File: config.mk
export PLATFORM = sky130hd
export DESIGN_NAME = alu_gcd_sequencer
export DESIGN_NICKNAME = d
export VERILOG_FILES = /design/src/rtl/alu_gcd_sequencer.sv
export SDC_FILE = /design/constraint.sdc
export NUM_CORES = 1
export LEC_CHECK = 0
export CAP_MARGIN = 20
export CORE_ASPECT_RATIO = 0.7
export CORE_MARGIN = 1.5
export CORE_UTILIZATION = 49
export DETAILED_ROUTE_END_ITERATION = 7
export HOLD_SLACK_MARGIN = 0.12
export PLACE_DENSITY_LB_ADDON = 0.12
export SLEW_MARGIN = 20
export SYNTH_ARGS = -nofsm -noshare
export SYNTH_HDL_FRONTEND = slang
export SYNTH_SLANG_ARGS = --single-unit
File: constraint.sdc
create_clock -name clk -period 2.3 [get_ports clk]
set_input_delay 0.23 -clock clk [delete_from_list [all_inputs] [get_ports clk]]
set_output_delay 0.23 -clock clk [all_outputs]
set_load 0.01 [all_outputs]
File: src/rtl/alu_gcd_sequencer.sv
// Euclid GCD controller driving an external ALU: orders the operands with the
// bigger/smaller modes, then iterates modulo operations until the remainder is 0.
module alu_gcd_sequencer #(
  parameter int DATA_W         = 16,
  parameter int TIMEOUT_CYCLES = 1024,
  parameter int ITER_W         = 6
) (
  input  logic              clk,
  input  logic              rst,
  input  logic              start_i,
  input  logic [DATA_W-1:0] zahl_a_i,
  input  logic [DATA_W-1:0] zahl_b_i,
  output logic [2:0]        alu_mode_o,
  output logic              modulo_start_o,
  output logic [DATA_W-1:0] op_a_o,
  output logic [DATA_W-1:0] op_b_o,
  input  logic [DATA_W-1:0] alu_res_i,
  input  logic              modulo_ready_i,
  output logic [DATA_W-1:0] ergebnis_o,
  output logic              valid_o,
  output logic              error_o,
  output logic              busy_o,
  output logic [ITER_W-1:0] iter_cnt_o
);

  localparam int TMO_W = (TIMEOUT_CYCLES > 1) ? $clog2(TIMEOUT_CYCLES) : 1;

  localparam logic [2:0] S_IDLE      = 3'd0;
  localparam logic [2:0] S_ORD_BIG   = 3'd1;
  localparam logic [2:0] S_ORD_SMALL = 3'd2;
  localparam logic [2:0] S_CHECK     = 3'd3;
  localparam logic [2:0] S_MOD_START = 3'd4;
  localparam logic [2:0] S_MOD_WAIT  = 3'd5;
  localparam logic [2:0] S_DONE      = 3'd6;

  localparam logic [2:0] MODE_BIG   = 3'd0;
  localparam logic [2:0] MODE_SMALL = 3'd1;
  localparam logic [2:0] MODE_MOD   = 3'd2;
  localparam logic [2:0] MODE_IDLE  = 3'd3;

  localparam logic [TMO_W-1:0]  TMO_LAST = TMO_W'(TIMEOUT_CYCLES - 1);
  localparam logic [ITER_W-1:0] ITER_MAX = '1;

  logic [2:0]        state_q, state_d;
  logic [DATA_W-1:0] a_q, a_d;
  logic [DATA_W-1:0] b_q, b_d;
  logic [DATA_W-1:0] big_q, big_d;
  logic [DATA_W-1:0] small_q, small_d;
  logic [DATA_W-1:0] ergebnis_q, ergebnis_d;
  logic              error_q, error_d;
  logic [TMO_W-1:0]  tmo_q, tmo_d;
  logic [ITER_W-1:0] iter_q, iter_d;

  always_comb begin
    state_d    = state_q;
    a_d        = a_q;
    b_d        = b_q;
    big_d      = big_q;
    small_d    = small_q;
    ergebnis_d = ergebnis_q;
    error_d    = error_q;
    tmo_d      = tmo_q;
    iter_d     = iter_q;
    case (state_q)
      S_IDLE: begin
        if (start_i) begin
          a_d        = zahl_a_i;
          b_d        = zahl_b_i;
          ergebnis_d = '0;
          error_d    = 1'b0;
          iter_d     = '0;
          state_d    = S_ORD_BIG;
        end
      end
      S_ORD_BIG: begin
        big_d   = alu_res_i;
        state_d = S_ORD_SMALL;
      end
      S_ORD_SMALL: begin
        small_d = alu_res_i;
        state_d = S_CHECK;
      end
      S_CHECK: begin
        a_d = big_q;
        b_d = small_q;
        if (small_q == '0) begin
          ergebnis_d = big_q;
          state_d    = S_DONE;
        end else begin
          state_d = S_MOD_START;
        end
      end
      S_MOD_START: begin
        tmo_d   = '0;
        state_d = S_MOD_WAIT;
      end
      S_MOD_WAIT: begin
        // Ready is only looked at here, so a level left over from the
        // previous operation cannot be mistaken for the current result.
        if (modulo_ready_i) begin
          a_d = b_q;
          b_d = alu_res_i;
          if (iter_q != ITER_MAX) iter_d = iter_q + 1'b1;
          if (alu_res_i == '0) begin
            ergebnis_d = b_q;
            state_d    = S_DONE;
          end else begin
            state_d = S_MOD_START;
          end
        end else if (tmo_q == TMO_LAST) begin
          error_d    = 1'b1;
          ergebnis_d = '0;
          state_d    = S_DONE;
        end else begin
          tmo_d = tmo_q + 1'b1;
        end
      end
      S_DONE:  state_d = S_IDLE;
      default: state_d = S_IDLE;
    endcase
  end

  always_ff @(posedge clk) begin
    if (rst) begin
      state_q    <= S_IDLE;
      a_q        <= '0;
      b_q        <= '0;
      big_q      <= '0;
      small_q    <= '0;
      ergebnis_q <= '0;
      error_q    <= 1'b0;
      tmo_q      <= '0;
      iter_q     <= '0;
    end else begin
      state_q    <= state_d;
      a_q        <= a_d;
      b_q        <= b_d;
      big_q      <= big_d;
      small_q    <= small_d;
      ergebnis_q <= ergebnis_d;
      error_q    <= error_d;
      tmo_q      <= tmo_d;
      iter_q     <= iter_d;
    end
  end

  always_comb begin
    case (state_q)
      S_ORD_BIG:   alu_mode_o = MODE_BIG;
      S_ORD_SMALL: alu_mode_o = MODE_SMALL;
      S_MOD_START: alu_mode_o = MODE_MOD;
      S_MOD_WAIT:  alu_mode_o = MODE_MOD;
      default:     alu_mode_o = MODE_IDLE;
    endcase
  end

  assign op_a_o         = a_q;
  assign op_b_o         = b_q;
  assign modulo_start_o = (state_q == S_MOD_START);
  assign valid_o        = (state_q == S_DONE);
  assign busy_o         = (state_q != S_IDLE);
  assign ergebnis_o     = ergebnis_q;
  assign error_o        = error_q;
  assign iter_cnt_o     = iter_q;

endmodule

* After elaboration in Yosys (flattened, before gate mapping)
Cells that the tools add are included.
** Storage, ports and cells
- Flip-flop bits (word level) :: 100
- Input bits :: 52
** Operators by class
- $add $sub $neg :: 2
- Equal/unequal tests :: 17
- Mux-type cells :: 30
- Reductions and logical operators :: 14
** Operators with widths (number)
- 16-bit two-way mux :: 9
- 16-bit case mux with 3 select lines :: 3
- 16-bit logical NOT :: 2
- 10-bit two-way mux :: 2
- 10-bit case mux with 2 select lines :: 1
- 6-bit two-way mux :: 3
- 3-bit case mux with 6 select lines :: 1
- 2-bit inequality test, second input constant :: 7
- 6-bit case mux with 2 select lines :: 1
- 10-bit by 1-bit adder with 10-bit output, second input constant :: 1
- 10-bit equality test, second input constant :: 1
- 3-bit equality test, second input constant :: 3
- 3-bit two-way mux :: 3
- 4-bit AND reduction :: 2
- 6-bit by 1-bit adder with 6-bit output, second input constant :: 1
- 3-bit by 2-bit equality test with 1-bit output, second input constant :: 2
- 3-bit inequality test, second input constant :: 2
- 6-bit inequality test, second input constant :: 1
- 2-bit case mux with 3 select lines :: 1
- 3-bit AND reduction :: 2
- 3-bit nonzero test :: 2
- 5-bit AND reduction :: 1
- 2-bit two-way mux :: 2
- 2-bit nonzero test :: 2
- 6 further kinds :: 8

* Logic depth before layout (Yosys ltp)
Gate-level depths: netlist (run 1).
- Depth after elaboration :: 4
- Gate-level depth with buffers :: 8
- Depth with buffers taken out :: 6

* Least setup slack after synthesis (run 1)
No wires, ideal clock.
- Path type :: flip-flop to flip-flop
- From :: reg state_q[2]
- To :: reg iter_q[5], in the netlist iter_cnt_o[5]
- Arrival time :: 2.016 ns
- Path slack :: 0.213 ns
- Cell stages (with the launch flop) :: 7
- Path buffers :: 1
- Period minus slack after synthesis :: 2.087 ns
- Path through :: dfxtp_1 -> buf_2 -> or3_4 -> or2_4 -> a211o_1 -> or4_1 -> a21oi_1
** On the way
- Word-level cells in the longest chain between the ends :: 3
- Elaborated cells on any way between the ends :: 8
** RTL lines
- start, declared :: RTL line 44 : logic [2:0] state_q, state_d;
- start signal, assigned :: RTL line 135 : state_q <= state_d;
- 3-bit equality test or 3-bit logical NOT (tied branches) :: RTL line 64 : case (state_q)
- 2-bit inequality test (no line) or 2-bit nonzero test (tied branches)
- 4-bit AND reduction (no line)
- end signal, assigned :: RTL line 143 : iter_q <= iter_d;
- end, declared :: RTL line 52 : logic [ITER_W-1:0] iter_q, iter_d;
Several ways; a longest one is shown, not always the timed one.
A chain may end at the register's enable or synchronous reset.

* Final worst setup path (run 1)
- From :: reg small_q[10]
- To :: reg ergebnis_q[4], in the netlist ergebnis_o[4]
** On the way
- Word-level cells in the longest chain between the ends :: 3
** RTL lines
- start, declared :: RTL line 48 : logic [DATA_W-1:0] small_q, small_d;
- start signal, assigned :: RTL line 139 : small_q <= small_d;
- 16-bit logical NOT :: RTL line 86 : if (small_q == '0) begin
- 2-bit inequality test (no line)
- 5-bit AND reduction (no line)
- end signal, assigned :: RTL line 140 : ergebnis_q <= ergebnis_d;
- end, declared :: RTL line 49 : logic [DATA_W-1:0] ergebnis_q, ergebnis_d;
Every way passes these cells.

==> reports/metrics.cfg, run 1 <==
[timing]
rsz0062_at_grt = yes
hold_viol = 0
finalCritPeriodShare_pct = 96.6
fin_skew_ns = 0.00538
worst_pin_slew_ns = 0.758
drv_slew = 0
whs_ns = 0.166
layout_setup_ws_ns = 0.0789
setup_viol = 0
clock.fmax_ghz = 0.450
relSlewSlack_pct = 49.5
layout_min_cycle_time_ns = 2.22

[placed_design]
dpl_worst_slack_ns = -0.0903
portBuffers = 111
globalplace.congestion = 0.887
dp_hpwl_um = 9610

[yosys]
netlist_instances = 548
synth-xor-area-share_pct = 1.57
yosys.area_share.simple_pct = 20.3
synth_compound_area_share_pct = 27.7
synth_cell_types = 45
synth-edff-count = 0
ys_warn_count = 0
yosysSeqAreaShare_pct = 45.0
synth_fa_ha_area_share_pct = 0.562
synth_ff_type = dfxtp_1
async_flop_share_pct = 0
ys_ff_latch = 100
syn-num-nets = 602
synth_area_per_cell_um2 = 8.12
synth_top_family_by_area = compound AO/OA/AOI/OAI gates
muxShareOfSynthArea_pct = 0
synth_area_um2 = 4450

[clock_tree]
clock_path_buffers = 2
clock-sinks = 100
cts_made_buffers = 9
ctsHoldBuffers = 0
post_cts_buffers = 0
clk_pin_slew_ns = 0.07
htreeDepth = 3
clk_latency_ns = 0.35
cts-root-buf = clkbuf_16
cts_tree = done

[power]
p_int_uw = 3430
powerDensity_nw_per_um2 = 793
p_leak_uw = 0.00215
fin_total_pwr_uw = 4910
p_seq_share_pct = 42.4
swShare_pct = 30.1
p_clk_share_pct = 31.9
p_sw_uw = 1480
combPwrFrac_pct = 25.7
ir_worst_vdd_uv = 500

[layout]
num_antenna_cells = 0
nFillCells = 720
synthToLayoutAreaGrowth_pct = 39.3
drive_gt1_share_pct = 10.5
layout_common_cells = clkdlybuf4s50_1 (110), nand2_1 (105), dfxtp_1 (100)
layout.nets = 716
layout_commonest_cell = clkdlybuf4s50_1
fin_util_pct = 71.9

[hold_path]
hp-start = rst
hp-class = input pin to flip-flop

[grt]
grt_pass1_wl_um = 21300
first_global_vias = 4300
antenna_found_initial = 0
grt_use_total_pct = 28.7
grt_start_max_net_pins = 65
gr-total-overflow = 0

[setup_path]
cp_max_fo = 16
critPathKind = flip-flop to flip-flop
arrival_ns = 2.42
r2r_start = small_q[10]
startpoint_type = flip-flop
worstSetupEndpointType = flip-flop
max_stage_delay_ns = 0.71
required_ns = 2.49
crit_path_start = small_q[10]
worst_path_max_delay_cell = a21oi_2
path_cells = nor4_1 > buf_4 > nand4_1 > a21oi_2 > a311oi_1

[route]
drt_first_iter_violations = 547
met3_length_um = 1090
wl_met1_um = 6110
antenna_left = 0
top_layer = met4
drc = 0
vias = 4750
vias_per_cell = 6.04
routed_wl_um = 13800
wl_per_cell_um = 17.5
firstDrtPassIters = 5
dr_wl_met2_um = 6310

[floorplanning]
fp.dieArea_um2 = 9670
start_util_pct = 51.6
io_pins = 113
die_w_um = 117
die_h_um = 82.7
rows = 28
core_um2 = 8620

[flow_run]
cap_violations = 0

[outcome]
run_status = finished, final reports clean

synth_stat cells, types with 2 or more instances:
cell type,count,area [µm²]
nor2_1,53,199
or2_2,4,25.0
nor3_1,3,15.0
a21o_1,2,15.0
dfxtp_1,100,2000
a2111oi_0,2,17.5
inv_1,6,22.5
a31oi_1,2,12.5
a21oi_1,58,290
nand2b_1,3,18.8
or3_1,2,12.5
a311oi_1,48,420
clkbuf_1,37,139
and3_1,2,12.5
nor4_1,12,75.1
nand3_1,9,45.0
nand2_1,105,394
buf_1,6,22.5
buf_2,4,20.0
and2_1,3,18.8
o211ai_1,2,15.0
a22oi_1,48,360
nand4_1,4,25.0
o21ai_0,4,20.0
xnor2_1,8,70.1
ha_1,2,25.0
per-stage QoR:
| step | area (µm²) | cells | TNS [ns] |
|---|---|---|---|
| finish | 6200 | 787 | 0 |
| global route | 6200 | 787 | 0 |
| CTS | 6190 | 786 | 0 |
| detailed placement | 5880 | 770 | -0.829 |
| global placement | 5870 | 770 | -2.10 |
| floorplan | 4450 | 548 | 0 |
kinds of logic after synthesis:
kind of cell	after synthesis
compound gates	176
xor+xnor	8
buf+inv	54
simple gates	207
fa+ha+maj	2
other cells	1
flops	100
state kept, by name (all words and copies together), names as in the netlist:
signal      flops
small_q        16
state_q         3
tmo_q          10
op_b_o         16
op_a_o         16
iter_cnt_o      6
big_q          16
error_o         1
ergebnis_o     16
power groups by stage:
stage	sequential (µW)	combinational, µW	clock [µW]
after global placement	2110	1200	0
after CTS	2080	1250	1570
after detailed placement	2120	1240	0
final	2080	1260	1570
after floorplan	2150	556	0
after global routing	2100	1370	1640
per-layer routing:
layer  up-vias  GRT usage (%)
li1       2244              -
met1      2280           38.4
met2       205           44.9
met3        21           7.52
met4         0           10.5
met5         -              0
timing repair:
action / 4_1_cts / 5_1_grt
resized for setup: 0 / 1
endpoints found under the setup margin: 0 / 16
endpoints found under the hold margin: 0 / 0
cell type report:
type                            instances  area, µm²  share of cell area (%)
Multi-Input combinational cell        395       2270                    36.7
Clock inverter                          6       71.3                    1.15
Timing Repair Buffer                  150       1440                    23.2
Inverter                                6       22.5                   0.363
Sequential cell                       100       2000                    32.3
Tap cell                              120        150                    2.42
Clock buffer                           10        239                    3.85
worst max-delay path: cells and delay by family, from the launching register on:
kind | cells | cell delay [ns]
AOI/OAI and AO/OA | 2 | 0.91
buffers and inverters | 1 | 0.18
DFF | 1 | 0.32
and+or+nand+nor | 2 | 0.64
path summary, 6_finish.rpt:
path | cells past startpoint | slack, ns | endpoint
hold / removal | 2 | 0.17 | iter_cnt_o[5]
hold reg to reg | 2 | 0.47 | big_q[6]
setup reg to reg | 5 | 0.08 | ergebnis_o[4]
setup / recovery | 5 | 0.08 | ergebnis_o[4]
Note: power is estimated with default switching activity, not from simulation.
==> run 2, diff against run 1 <==
--- a/config.mk
+++ b/config.mk
@@ -7,9 +7,11 @@
 export LEC_CHECK = 0
 export CAP_MARGIN = 20
 export CORE_ASPECT_RATIO = 0.7
-export CORE_MARGIN = 1.5
-export CORE_UTILIZATION = 49
+export CORE_MARGIN = 10
+export CORE_UTILIZATION = 60
+export CTS_CLUSTER_SIZE = 10
 export DETAILED_ROUTE_END_ITERATION = 7
+export DONT_BUFFER_PORTS = 1
 export HOLD_SLACK_MARGIN = 0.12
 export PLACE_DENSITY_LB_ADDON = 0.12
 export SLEW_MARGIN = 20
==> run 2 against run 1 <==
  * Worst hold slack worse by 0.044 ns
  * Maximum frequency grew 6.0%
  * Critical path type unchanged
  * Flip-flop and latch count did not move
  * Combinational power decreased by 34%
  * Design area decreased by 13%
  * Utilization grew 2.1 points
  * Sequential share of layout area grew 5.0 points
==> reports/metrics.cfg, run 2 (synthesis results as in run 1) <==
[outcome]
run_status = finished, final reports clean

[grt]
gr-total-overflow = 0  ; unchanged
first_global_vias = 4074  ; -5.3%
antenna_found_initial = 0  ; unchanged
grt_start_max_net_pins = 90  ; +38%
grt_use_total_pct = 24.7  ; -4.0 points
grt_pass1_wl_um = 22400  ; +5.5%

[layout]
layout_common_cells = nand2_1 (105), dfxtp_1 (100), a21oi_1 (57)
synthToLayoutAreaGrowth_pct = 20.7
fin_util_pct = 74.0  ; +2.1 points
regArea_um2 = 2000  ; unchanged
num_antenna_cells = 0  ; unchanged
drive_gt1_share_pct = 8.35  ; -2.1 points
final_cells = 685  ; -13%
multi_input_area_um2 = 2260  ; -0.71%
layout_commonest_cell = nand2_1
layout.nets = 636  ; -11%
nFillCells = 561  ; -22%

[clock_tree]
cts-root-buf = clkbuf_8
clk_pin_slew_ns = 0.09  ; +0.02 ns
htreeDepth = 3  ; unchanged
cts_tree = done
clk_latency_ns = 0.37  ; +0.02 ns
clock-sinks = 100  ; unchanged
clock_path_buffers = 2  ; unchanged
post_cts_buffers = 0  ; unchanged
cts_resized = 0  ; unchanged
cts_made_buffers = 9  ; unchanged

[route]
firstDrtPassIters = 5  ; unchanged
vias = 4444  ; -6.4%
antenna_left = 0  ; unchanged
drt_first_iter_violations = 678  ; +24%
wl_per_cell_um = 21.0  ; +20%
drc = 0  ; unchanged
vias_per_cell = 6.49  ; +7.5%
routed_wl_um = 14400  ; +4.6%

[setup_path]
cp_max_fo = 10  ; -6
critPathKind = flip-flop to flip-flop
worst_path_max_delay_cell = or4_1
worstSetupEndpointType = flip-flop
required_ns = 2.60  ; +0.11 ns
startpoint_type = flip-flop
path_cells = buf_4 > and3b_1 > o21ai_0 > a211o_1 > or4_1 > a21oi_1
max_stage_delay_ns = 0.51  ; -0.20 ns
arrival_ns = 2.39  ; -0.03 ns

[power]
p_leak_uw = 0.00184  ; -14%
powerDensity_nw_per_um2 = 818  ; +3.1%
ir_worst_vdd_uv = 401  ; -20%

[timing]
relSlewSlack_pct = 57.4  ; +7.9 points
setup_viol = 0  ; unchanged
finalCritPeriodShare_pct = 91.1  ; -5.5 points
whs_ns = 0.122  ; -0.0442 ns
clock.fmax_ghz = 0.477  ; +6.0%
rsz0062_at_grt = no
drv_slew = 0  ; unchanged
layout_min_cycle_time_ns = 2.09  ; -0.126 ns
fin_tns_setup_ns = 0  ; unchanged
worst_pin_slew_ns = 0.623  ; -0.135 ns
fin_skew_ns = 0.0103  ; +0.00490 ns
hold_viol = 0  ; unchanged

[hold_path]
hp-class = input pin to flip-flop

[placed_design]
dp_hpwl_um = 9540  ; -0.78%
post-place-cells = 617  ; -20%
portBuffers = 0  ; -100%
globalplace.congestion = 0.858  ; -3.3%

[floorplanning]
core_um2 = 7250  ; -16%
fp.dieArea_um2 = 11300  ; +17%
io_pins = 113  ; unchanged
rows = 26  ; -7.1%
die_w_um = 123  ; +5.2%
die_h_um = 92.0  ; +11%
start_util_pct = 61.3  ; +9.7 points

[flow_run]
cap_violations = 0  ; unchanged

-- run 2: changes by cell type in the layout (fill, tap and decap cells not counted), sizes merged --
cell / delta
bufinv: +2
dlygate4sd3: +51
clkdlybuf4s50: -110
clkinv: +2
inv: +1
buf: -20
clkbuf: -1
a21oi: -1
clkinvlp: -4
-- run 2: power breakdown --
group	internal, µW	total, µW	switching (µW)
combinational	338	830	492
clock	731	1370	637
sequential	1930	2190	264
-- run 2: path summary, 6_finish.rpt --
kind | cells past startpoint | endpoint | slack, ns | from
hold / removal | 3 | error_o | 0.12 | start_i
setup reg to reg | 6 | iter_cnt_o[5] | 0.21 | state_q[2]
setup / recovery | 6 | iter_cnt_o[5] | 0.21 | state_q[2]
hold reg to reg | 2 | big_q[7] | 0.48 | big_q[7]
-- run 2: repair_timing --
| action | 4_1_cts | 5_1_grt |
|---|---|---|
| hold buffers | 52 | 0 |
| endpoints found under the setup margin | 0 | 0 |
| hold endpoints to repair | 90 | 0 |
-- run 2: layer usage --
layer	track usage (%)	vias to the layer above	share of wire (%)
li1	-	2079	-
met1	35.8	2081	42
met2	33.6	261	41
met3	9.19	23	15
met4	5.48	0	1.2
met5	0	-	0
-- run 2: stage by stage --
step                area [µm²]  setup slack (ns)  total power (µW)
finish                    5370             0.205              4390
global route              5370            0.0526              4570
CTS                       5370             0.216              4370
detailed placement        4590             0.248              2930
global placement          4590             0.340              2890
floorplan                 4450             0.213              2710
-- run 2: worst max-delay path: cells and delay by family (launching register included) --
family          cells  cell delay, ns
compound gates      3            0.71
buf+inv             1            0.16
flops               1            0.35
simple gates        2            0.81
-- run 2: area by class of cell --
type | instances | area share, %
Sequential cell | 100 | 37.3
Multi-Input combinational cell | 394 | 42.1
Timing Repair Buffer | 71 | 13.4
Clock inverter | 7 | 2.26
Clock buffer | 9 | 2.31
Inverter | 6 | 0.419
Tap cell | 98 | 2.28
